==> config.mk <==
export PLATFORM = sky130hd
export DESIGN_NAME = instr_fetch
export DESIGN_NICKNAME = d
export VERILOG_FILES = /design/src/rtl/instr_fetch.sv
export SDC_FILE = /design/constraint.sdc
export NUM_CORES = 1
export LEC_CHECK = 0
export ABC_AREA = 1
export CAP_MARGIN = 20
export CORE_UTILIZATION = 45
export CTS_CLUSTER_SIZE = 30
export DETAILED_ROUTE_END_ITERATION = 10
export DONT_BUFFER_PORTS = 1
export HOLD_SLACK_MARGIN = 0.12
export REMOVE_ABC_BUFFERS = 1
export SLEW_MARGIN = 10
export SYNTH_ARGS = -nofsm -noshare
export SYNTH_HDL_FRONTEND = slang
export SYNTH_SLANG_ARGS = --single-unit
==> constraint.sdc <==
create_clock -name clk -period 2.3 [get_ports clk]
set_clock_uncertainty 0.15 [all_clocks]
set_input_delay 0.23 -clock clk [delete_from_list [all_inputs] [get_ports clk]]
set_output_delay 0.23 -clock clk [all_outputs]
set_load 0.005 [all_outputs]
==> src/rtl/instr_fetch.sv <==
// instr_fetch: fetch stage between the PC and the async instruction ROM.
// Owns the PC, drives the ROM address combinationally from it, and
// registers the returned word into an instruction register (IR) that is
// handed to decode with a valid/ready handshake. Execute can redirect the
// PC at any time, which flushes the IR.
//
// Optional build macro: IFETCH_BRANCH_DECODE_EN
//   When defined, an unconditional branch (opcode 4'b0101) is recognised
//   as it is captured. The PC then jumps straight to the target held in the
//   low ADDR_WIDTH bits of the word, and the IR is tagged with
//   ir_pred_taken. When undefined, such words are fetched sequentially and
//   ir_pred_taken is tied low.
module instr_fetch #(
  parameter int DATA_WIDTH = 38,
  parameter int ADDR_WIDTH = 12,
  parameter int RESET_PC   = 0,
  parameter int PROG_LEN   = 169
) (
  input  logic                  clk,
  input  logic                  rst,
  output logic [ADDR_WIDTH-1:0] rom_addr,
  input  logic [DATA_WIDTH-1:0] rom_data,
  output logic                  ir_valid,
  input  logic                  ir_ready,
  output logic [DATA_WIDTH-1:0] ir_instr,
  output logic [ADDR_WIDTH-1:0] ir_pc,
  output logic [3:0]            ir_opcode,
  output logic [1:0]            ir_mode,
  output logic [15:0]           ir_a,
  output logic [15:0]           ir_b,
  output logic                  ir_pred_taken,
  input  logic                  redirect_valid,
  input  logic [ADDR_WIDTH-1:0] redirect_pc,
  output logic                  fetch_done
);

  // One extra bit so that PROG_LEN = 2^ADDR_WIDTH is representable; in that
  // case every PC is in range and the wrap from all-ones to 0 never ends
  // the program.
  localparam logic [ADDR_WIDTH-1:0] LP_RESET_PC = ADDR_WIDTH'(RESET_PC);
  localparam logic [ADDR_WIDTH:0]   LP_PROG_LEN = (ADDR_WIDTH+1)'(PROG_LEN);

  typedef enum logic {
    ST_FETCH = 1'b0,
    ST_DONE  = 1'b1
  } state_t;

  state_t                r_state;
  logic [ADDR_WIDTH-1:0] r_pc;
  logic [ADDR_WIDTH-1:0] r_ir_pc;
  logic [DATA_WIDTH-1:0] r_ir_instr;
  logic                  r_ir_valid;
  logic                  r_fetch_done;

  logic                  w_slot_free;
  logic                  w_pc_in_range;
  logic                  w_capture;
  logic                  w_is_branch;
  logic [ADDR_WIDTH-1:0] w_pc_inc;
  logic [ADDR_WIDTH-1:0] w_next_pc;
  logic                  w_next_in_range;
  logic                  w_redirect_in_range;

  // The IR can take a new word if it is empty or is being drained now.
  assign w_slot_free   = !r_ir_valid || ir_ready;
  assign w_pc_in_range = {1'b0, r_pc} < LP_PROG_LEN;
  assign w_capture     = (r_state == ST_FETCH) && w_pc_in_range && w_slot_free;

  // Sequential successor wraps naturally at the PC width.
  assign w_pc_inc = r_pc + 1'b1;

`ifdef IFETCH_BRANCH_DECODE_EN
  assign w_is_branch = (rom_data[DATA_WIDTH-1 -: 4] == 4'b0101);
`else
  assign w_is_branch = 1'b0;
`endif

  assign w_next_pc           = w_is_branch ? rom_data[ADDR_WIDTH-1:0] : w_pc_inc;
  assign w_next_in_range     = {1'b0, w_next_pc} < LP_PROG_LEN;
  assign w_redirect_in_range = {1'b0, redirect_pc} < LP_PROG_LEN;

  // Fetch FSM: PC, IR capture, IR drain and the registered done flag.
  always_ff @(posedge clk) begin
    if (rst) begin
      r_state      <= ST_FETCH;
      r_pc         <= LP_RESET_PC;
      r_ir_valid   <= 1'b0;
      r_ir_instr   <= '0;
      r_ir_pc      <= '0;
      r_fetch_done <= 1'b0;
    end else if (redirect_valid) begin
      // Flush wins even over a same-cycle handshake; nothing is captured.
      r_pc       <= redirect_pc;
      r_ir_valid <= 1'b0;
      if (w_redirect_in_range) begin
        r_state      <= ST_FETCH;
        r_fetch_done <= 1'b0;
      end else begin
        r_state      <= ST_DONE;
        r_fetch_done <= 1'b1;
      end
    end else begin
      case (r_state)
        ST_FETCH: begin
          if (!w_pc_in_range) begin
            // Entered FETCH with a PC already past the end (e.g. a reset
            // PC outside the program): stop without fetching.
            r_state      <= ST_DONE;
            r_fetch_done <= 1'b1;
            if (ir_ready) begin
              r_ir_valid <= 1'b0;
            end
          end else if (w_slot_free) begin
            r_ir_instr <= rom_data;
            r_ir_pc    <= r_pc;
            r_ir_valid <= 1'b1;
            r_pc       <= w_next_pc;
            if (!w_next_in_range) begin
              r_state      <= ST_DONE;
              r_fetch_done <= 1'b1;
            end
          end
        end
        ST_DONE: begin
          // Keep presenting the last word until decode takes it.
          if (ir_ready) begin
            r_ir_valid <= 1'b0;
          end
        end
        default: begin
          r_state <= ST_FETCH;
        end
      endcase
    end
  end

`ifdef IFETCH_BRANCH_DECODE_EN
  logic r_ir_pred_taken;

  // Tag each captured word with whether it steered the PC to its target.
  always_ff @(posedge clk) begin
    if (rst) begin
      r_ir_pred_taken <= 1'b0;
    end else if (redirect_valid) begin
      r_ir_pred_taken <= 1'b0;
    end else if (w_capture) begin
      r_ir_pred_taken <= w_is_branch;
    end
  end

  assign ir_pred_taken = r_ir_pred_taken;
`else
  assign ir_pred_taken = 1'b0;
`endif

  assign rom_addr   = r_pc;
  assign ir_valid   = r_ir_valid;
  assign ir_instr   = r_ir_instr;
  assign ir_pc      = r_ir_pc;
  assign fetch_done = r_fetch_done;

  // Decode-facing fields are plain slices of the IR.
  assign ir_opcode = r_ir_instr[DATA_WIDTH-1 -: 4];
  assign ir_mode   = r_ir_instr[DATA_WIDTH-5 -: 2];
  assign ir_a      = r_ir_instr[31:16];
  assign ir_b      = r_ir_instr[15:0];

endmodule

After elaboration in Yosys (flattened, before gate mapping)
Cells that the tools add are included.
{ "classes": {"n_addsub": 1, "order_cmp": 3, "n_eq_ne": 4, "n_mux": 19, "bitwise_logic": 2, "reduce_logical": 8} }
{ "ops": {"columns": ["operator", "n"], "rows": [
  ["$mux W12", 4],
  ["$lt A12 B8 Y1 const B", 3],
  ["$mux W1", 14],
  ["$add A12 B1 Y12 const B", 1],
  ["$ne A3 B3 Y1 const B", 3],
  ["$reduce_and A3 Y1", 2],
  ["$reduce_and A4 Y1", 1],
  ["$reduce_bool A2 Y1", 2],
  ["$ne A2 B2 Y1 const B", 1],
  ["$not A1 Y1", 2],
  ["$pmux W1 S2", 1],
  ["$reduce_or A2 Y1", 1],
  ["$logic_not A1 Y1", 1],
  ["$logic_or A1 B1 Y1", 1]
]} }
{ "totals": {"regBits": 65, "inputBits": 54, "out_inout_bits": 103, "elab_cells": 43} }

Logic depth before layout (Yosys ltp)
{ "logic_depth": {"depth_word": 7, "ltp_mapped": 14, "mapped_depth_nobuf": 13} }

Least setup slack after synthesis
No wires, ideal clock.
{ "synth_timing": {"kind": "reg-to-reg", "from": "reg r_pc[0], in the netlist rom_addr[0]", "to": "reg r_pc[1], in the netlist rom_addr[1]", "setup_ps": 70, "t_arrival_ps": 1656, "slack_ps": 424, "path_stages_with_launch": 15, "period_less_slack_ps": 1876, "path_cell_list": "dfxtp_1 -> inv_1 -> ha_1 -> inv_1 -> o21ai_1 -> o21ai_1 -> nand2_1 -> nand2_2 -> nor2_4 -> nand2_1 -> nand2_2 -> inv_2 -> buf_4 -> nand2_1 -> a21oi_1"} }
{ "synth_between": {"elab_chain_len": 5, "word_cells_on_any_way": 8, "cone_classes": "add/sub: 1; order compare: 1; mux: 4; reduce/logical: 2"} }
{ "synth_rtl": {"columns": ["element", "line_no", "text"], "rows": [
  ["start: declaration", "49", "logic [ADDR_WIDTH-1:0] r_pc;"],
  ["start signal: assignment", "93", "r_pc <= redirect_pc;"],
  ["start signal: assignment", "117", "r_pc <= w_next_pc;"],
  ["$add A12 B1 Y12", "70", "assign w_pc_inc = r_pc + 1'b1;"],
  ["$mux W12", "113", "end else if (w_slot_free) begin"],
  ["$mux W12", "105", "if (!w_pc_in_range) begin"],
  ["$mux W12", "103", "case (r_state)"],
  ["$mux W12", "91", "end else if (redirect_valid) begin"]
]} }
Parallel ways exist; a longest one is shown, timed or not. The select of a mux whose other input is x is not followed.
A chain may end at the register's enable or synchronous reset.

Worst setup path after layout
{ "layout_timing": {"from": "in redirect_valid", "to": "reg r_ir_instr[34], in the netlist ir_instr[34]"} }
{ "layout_between": {"elab_chain_len": 2} }
{ "layout_rtl": {"columns": ["element", "line_no", "text"], "rows": [
  ["start: declaration", "32", "input logic redirect_valid,"],
  ["$not A1 Y1 (no line)", null, null],
  ["$reduce_and A4 Y1 (no line)", null, null],
  ["end signal: assignment", "114", "r_ir_instr <= rom_data;"],
  ["end: declaration", "51", "logic [DATA_WIDTH-1:0] r_ir_instr;"]
]} }
No other way between the ends.

==> flow_metrics.env <==
export IMPL_fin_cells=531
export IMPL_grtUsageMet3_pct=6.91
export IMPL_antenna_cells=0
export IMPL_overflow=0
export IMPL_syn_avg_cell_area_um2=7.04
export IMPL_clock_latency_ns=0.33
export IMPL_drive_gt1_share_pct=6.83
export IMPL_viasPerCell=5.07
export IMPL_die_h_um=84.9
export IMPL_final_max_slew_violation_count=0
export IMPL_cpPeakStageDelay_ns=0.95
export IMPL_place_area_mm2=0.00282
export IMPL_cts_resized_gates=0
export IMPL_worstPathCellList="dlygate4sd3_1, inv_2, nand3_2, clkinv_4, nand2_1, a21oi_1"
export IMPL_rsz0062_at_grt="false"
export IMPL_htree_num_levels=3
export IMPL_cpLargestDelayFamily="buffers and inverters"
export IMPL_fillerInstances=620
export IMPL_arrival_ns=2.13
export IMPL_clockBufferDepth=2
export IMPL_core_area_mm2=0.00649
export IMPL_dieArea_mm2=0.00721
export IMPL_final_nets=506
export IMPL_min_period_over_period_pct=90.1
export IMPL_route_detailed_drc=13
export IMPL_clockRootBuffer="clkbuf_8"
export IMPL_max_freq_mhz=482
export IMPL_antenna_found_initial=0
export IMPL_r2r_start="rom_addr[1]$_SDFFE_PP0P_"
export IMPL_pre_cts_ws_ns=0.248
export IMPL_top_usage_layer="met2"
export IMPL_critPathLaunchType="input port"
export IMPL_cts_tree="built"
export IMPL_power_leakage_nw=1.40
export IMPL_ys_seq_elements=65
export IMPL_violations="design-rule violations"
export IMPL_syn_inst=440
export IMPL_worstPathRequired_ns=2.36
export IMPL_r2r_slack_ns=0.24
export IMPL_fin_area_mm2=0.00362
export IMPL_cp_max_fo=46
export IMPL_worst_hold_path_type="in -> reg"
export IMPL_grt_first_pass_wirelength_mm=11.5
export IMPL_cap_violations=0
export IMPL_hold_violations=0
export IMPL_fin_crit_ns=2.07
export IMPL_fin_ws_ns=0.227
export IMPL_fin_util_pct=55.7
export IMPL_firstDrtPassIters=7
export IMPL_area_growth_pct=16.9
export IMPL_worstHoldEndpoint="r_state$_SDFF_PP0_"
export IMPL_worstSetupEndpointType="flip-flop"
export IMPL_worstPathBufferInverterCount=3
export IMPL_wire_per_inst_um=13.7
export IMPL_grtUsageMet2_pct=35.0
export IMPL_std_cell_rows=29
export IMPL_grt_max_degree=65
export IMPL_timing_slew_headroom_pct=57.3
export IMPL_grt_usage_pct=20.3
export IMPL_die_w_um=84.9
export IMPL_post_cts_setup_buffers=0
export IMPL_post_dp_hpwl_mm=4.45
export IMPL_cp_slowest_cell="dlygate4sd3_1"
export IMPL_r2r_end="ir_instr[34]$_SDFFE_PP0P_"
export IMPL_worst_pin_slew_ns=0.639
export IMPL_cts_hold_buffers=54
export IMPL_setup_viol_count_final=0
export IMPL_cts_inserted_buffers=9
export IMPL_ant_nets=0
export IMPL_synth_area_mm2=0.00310
export IMPL_powerDensity_mw_per_mm2=739
export IMPL_portBuffers=0
export IMPL_met1_usage_pct=22.9
export IMPL_synth_distinct_cells=30
export IMPL_path_class="in -> reg"
export IMPL_ioPinCount=157
export IMPL_drt_iter0_markers=169
export IMPL_hold_ws_ns=0.158
export IMPL_grt_pass1_vias=2484
export IMPL_synth_seq_area_share_pct=42.0
export IMPL_irDropWorstVdd_mv=0.445
export IMPL_place_inst=461
export IMPL_gp_congestion=0.813
export IMPL_rr_worst_depth=12
export IMPL_yosys_warnings=0
export IMPL_start_util_pct=47.7
export IMPL_drt_total_wl_mm=7.28
export IMPL_status="complete, but fails checks"
export IMPL_clk_pin_slew_ns=0.07
export IMPL_cts_sinks=65
export IMPL_num_vias=2691
export IMPL_holdPathStages=4
export IMPL_holdCritStartpoint="redirect_pc[6]"
[area by class of cell]
class	count	area [µm²]	area share (%)
sequential	65	1300	35.9
multi-input combinational	293	1290	35.7
clock inverter	4	73.8	2.04
timing repair buffer	59	608	16.8
inverter	21	83.8	2.32
clock buffer	12	165	4.56
tap	77	96.3	2.66
[metrics by stage]
step           TNS [ns]  power, mW
2_1_floorplan     -6.62       1.42
3_3_place_gp          0       1.49
3_5_place_dp          0       1.49
4_1_cts               0       2.72
5_1_grt               0       2.81
6_report              0       2.68
[per-layer routing]
metal	part of all wire (%)	wire [µm]
met3	6.5	474
met2	50	3650
met1	42	3080
met5	0	0
met4	1.1	80
[logic make-up after synthesis]
kind of cell             share of synthesized area [%]
flip-flops                                        42.0
XOR/XNOR                                         0.283
AO/OA/AOI/OAI                                     12.4
buffers and inverters                             16.2
adder cells (fa/ha/maj)                           1.21
AND/OR/NAND/NOR                                   27.7
other                                            0.121
[worst max path at each step]
stage / depth (start not counted) / to / slack [ns] / startpoint
after floorplan: 12 / ir_instr[0]$_SDFFE_PP0P_ / -0.14 / rom_addr[0]$_SDFFE_PP0P_
after global placement: 12 / ir_pc[1]$_SDFFE_PP0P_ / 0.28 / rom_addr[1]$_SDFFE_PP0P_
after detailed placement: 12 / ir_instr[14]$_SDFFE_PP0P_ / 0.25 / rom_addr[1]$_SDFFE_PP0P_
after CTS: 12 / ir_instr[14]$_SDFFE_PP0P_ / 0.22 / rom_addr[1]$_SDFFE_PP0P_
after global routing: 9 / rom_addr[2]$_SDFFE_PP0P_ / 0.03 / rom_addr[0]$_SDFFE_PP0P_
final: 6 / ir_instr[34]$_SDFFE_PP0P_ / 0.23 / redirect_valid
[sequential cells by signal, summed over array words and instances, names as in the netlist]
name / count
ir_valid: 1
fetch_done: 1
r_state: 1
ir_instr: 38
ir_pc: 12
rom_addr: 12
[cell usage in the layout, fill, tap and decap left out, drive strengths merged]
| cell type | Yosys | final |
|---|---|---|
| o21bai | 1 | 1 |
| bufinv | 0 | 2 |
| buf | 52 | 6 |
| clkinv | 1 | 3 |
| nor3 | 1 | 1 |
| or2 | 1 | 1 |
| nand3 | 9 | 9 |
| xnor2 | 1 | 1 |
| dfxtp | 65 | 65 |
| nor2 | 16 | 16 |
| a21boi | 1 | 1 |
| nand2 | 178 | 178 |
| a21oi | 62 | 62 |
| o31ai | 1 | 1 |
| o21ai | 10 | 10 |
| inv | 20 | 20 |
| clkbuf | 9 | 12 |
| conb | 1 | 1 |
| dlygate4sd3 | 0 | 53 |
| nand4 | 6 | 6 |
| ha | 3 | 3 |
| nor4 | 2 | 2 |
[tightest hold or removal path: cells and delay by family]
family / cells / cell delay [ns]
simple gates: 2 / 0.15
compound gates: 2 / 0.22
[power by group]
part	switching (mW)	internal, mW
logic	0.172	0.143
registers	0.0712	1.18
clock network	0.411	0.699
[cell usage after synthesis (all sizes together)]
cell type | n | area [µm²]
inv | 20 | 75.1
o31ai | 1 | 7.51
nand3 | 9 | 50.1
clkinv | 1 | 8.76
nor3 | 1 | 5.00
o21ai | 10 | 50.1
or2 | 1 | 6.26
conb | 1 | 3.75
o21bai | 1 | 7.51
clkbuf | 9 | 35.0
a21boi | 1 | 7.51
nand2 | 178 | 673
a21oi | 62 | 310
ha | 3 | 37.5
nand4 | 6 | 37.5
nor4 | 2 | 18.8
buf | 52 | 384
dfxtp | 65 | 1300
nor2 | 16 | 67.6
xnor2 | 1 | 8.76
(Power assumes the default switching activity.)
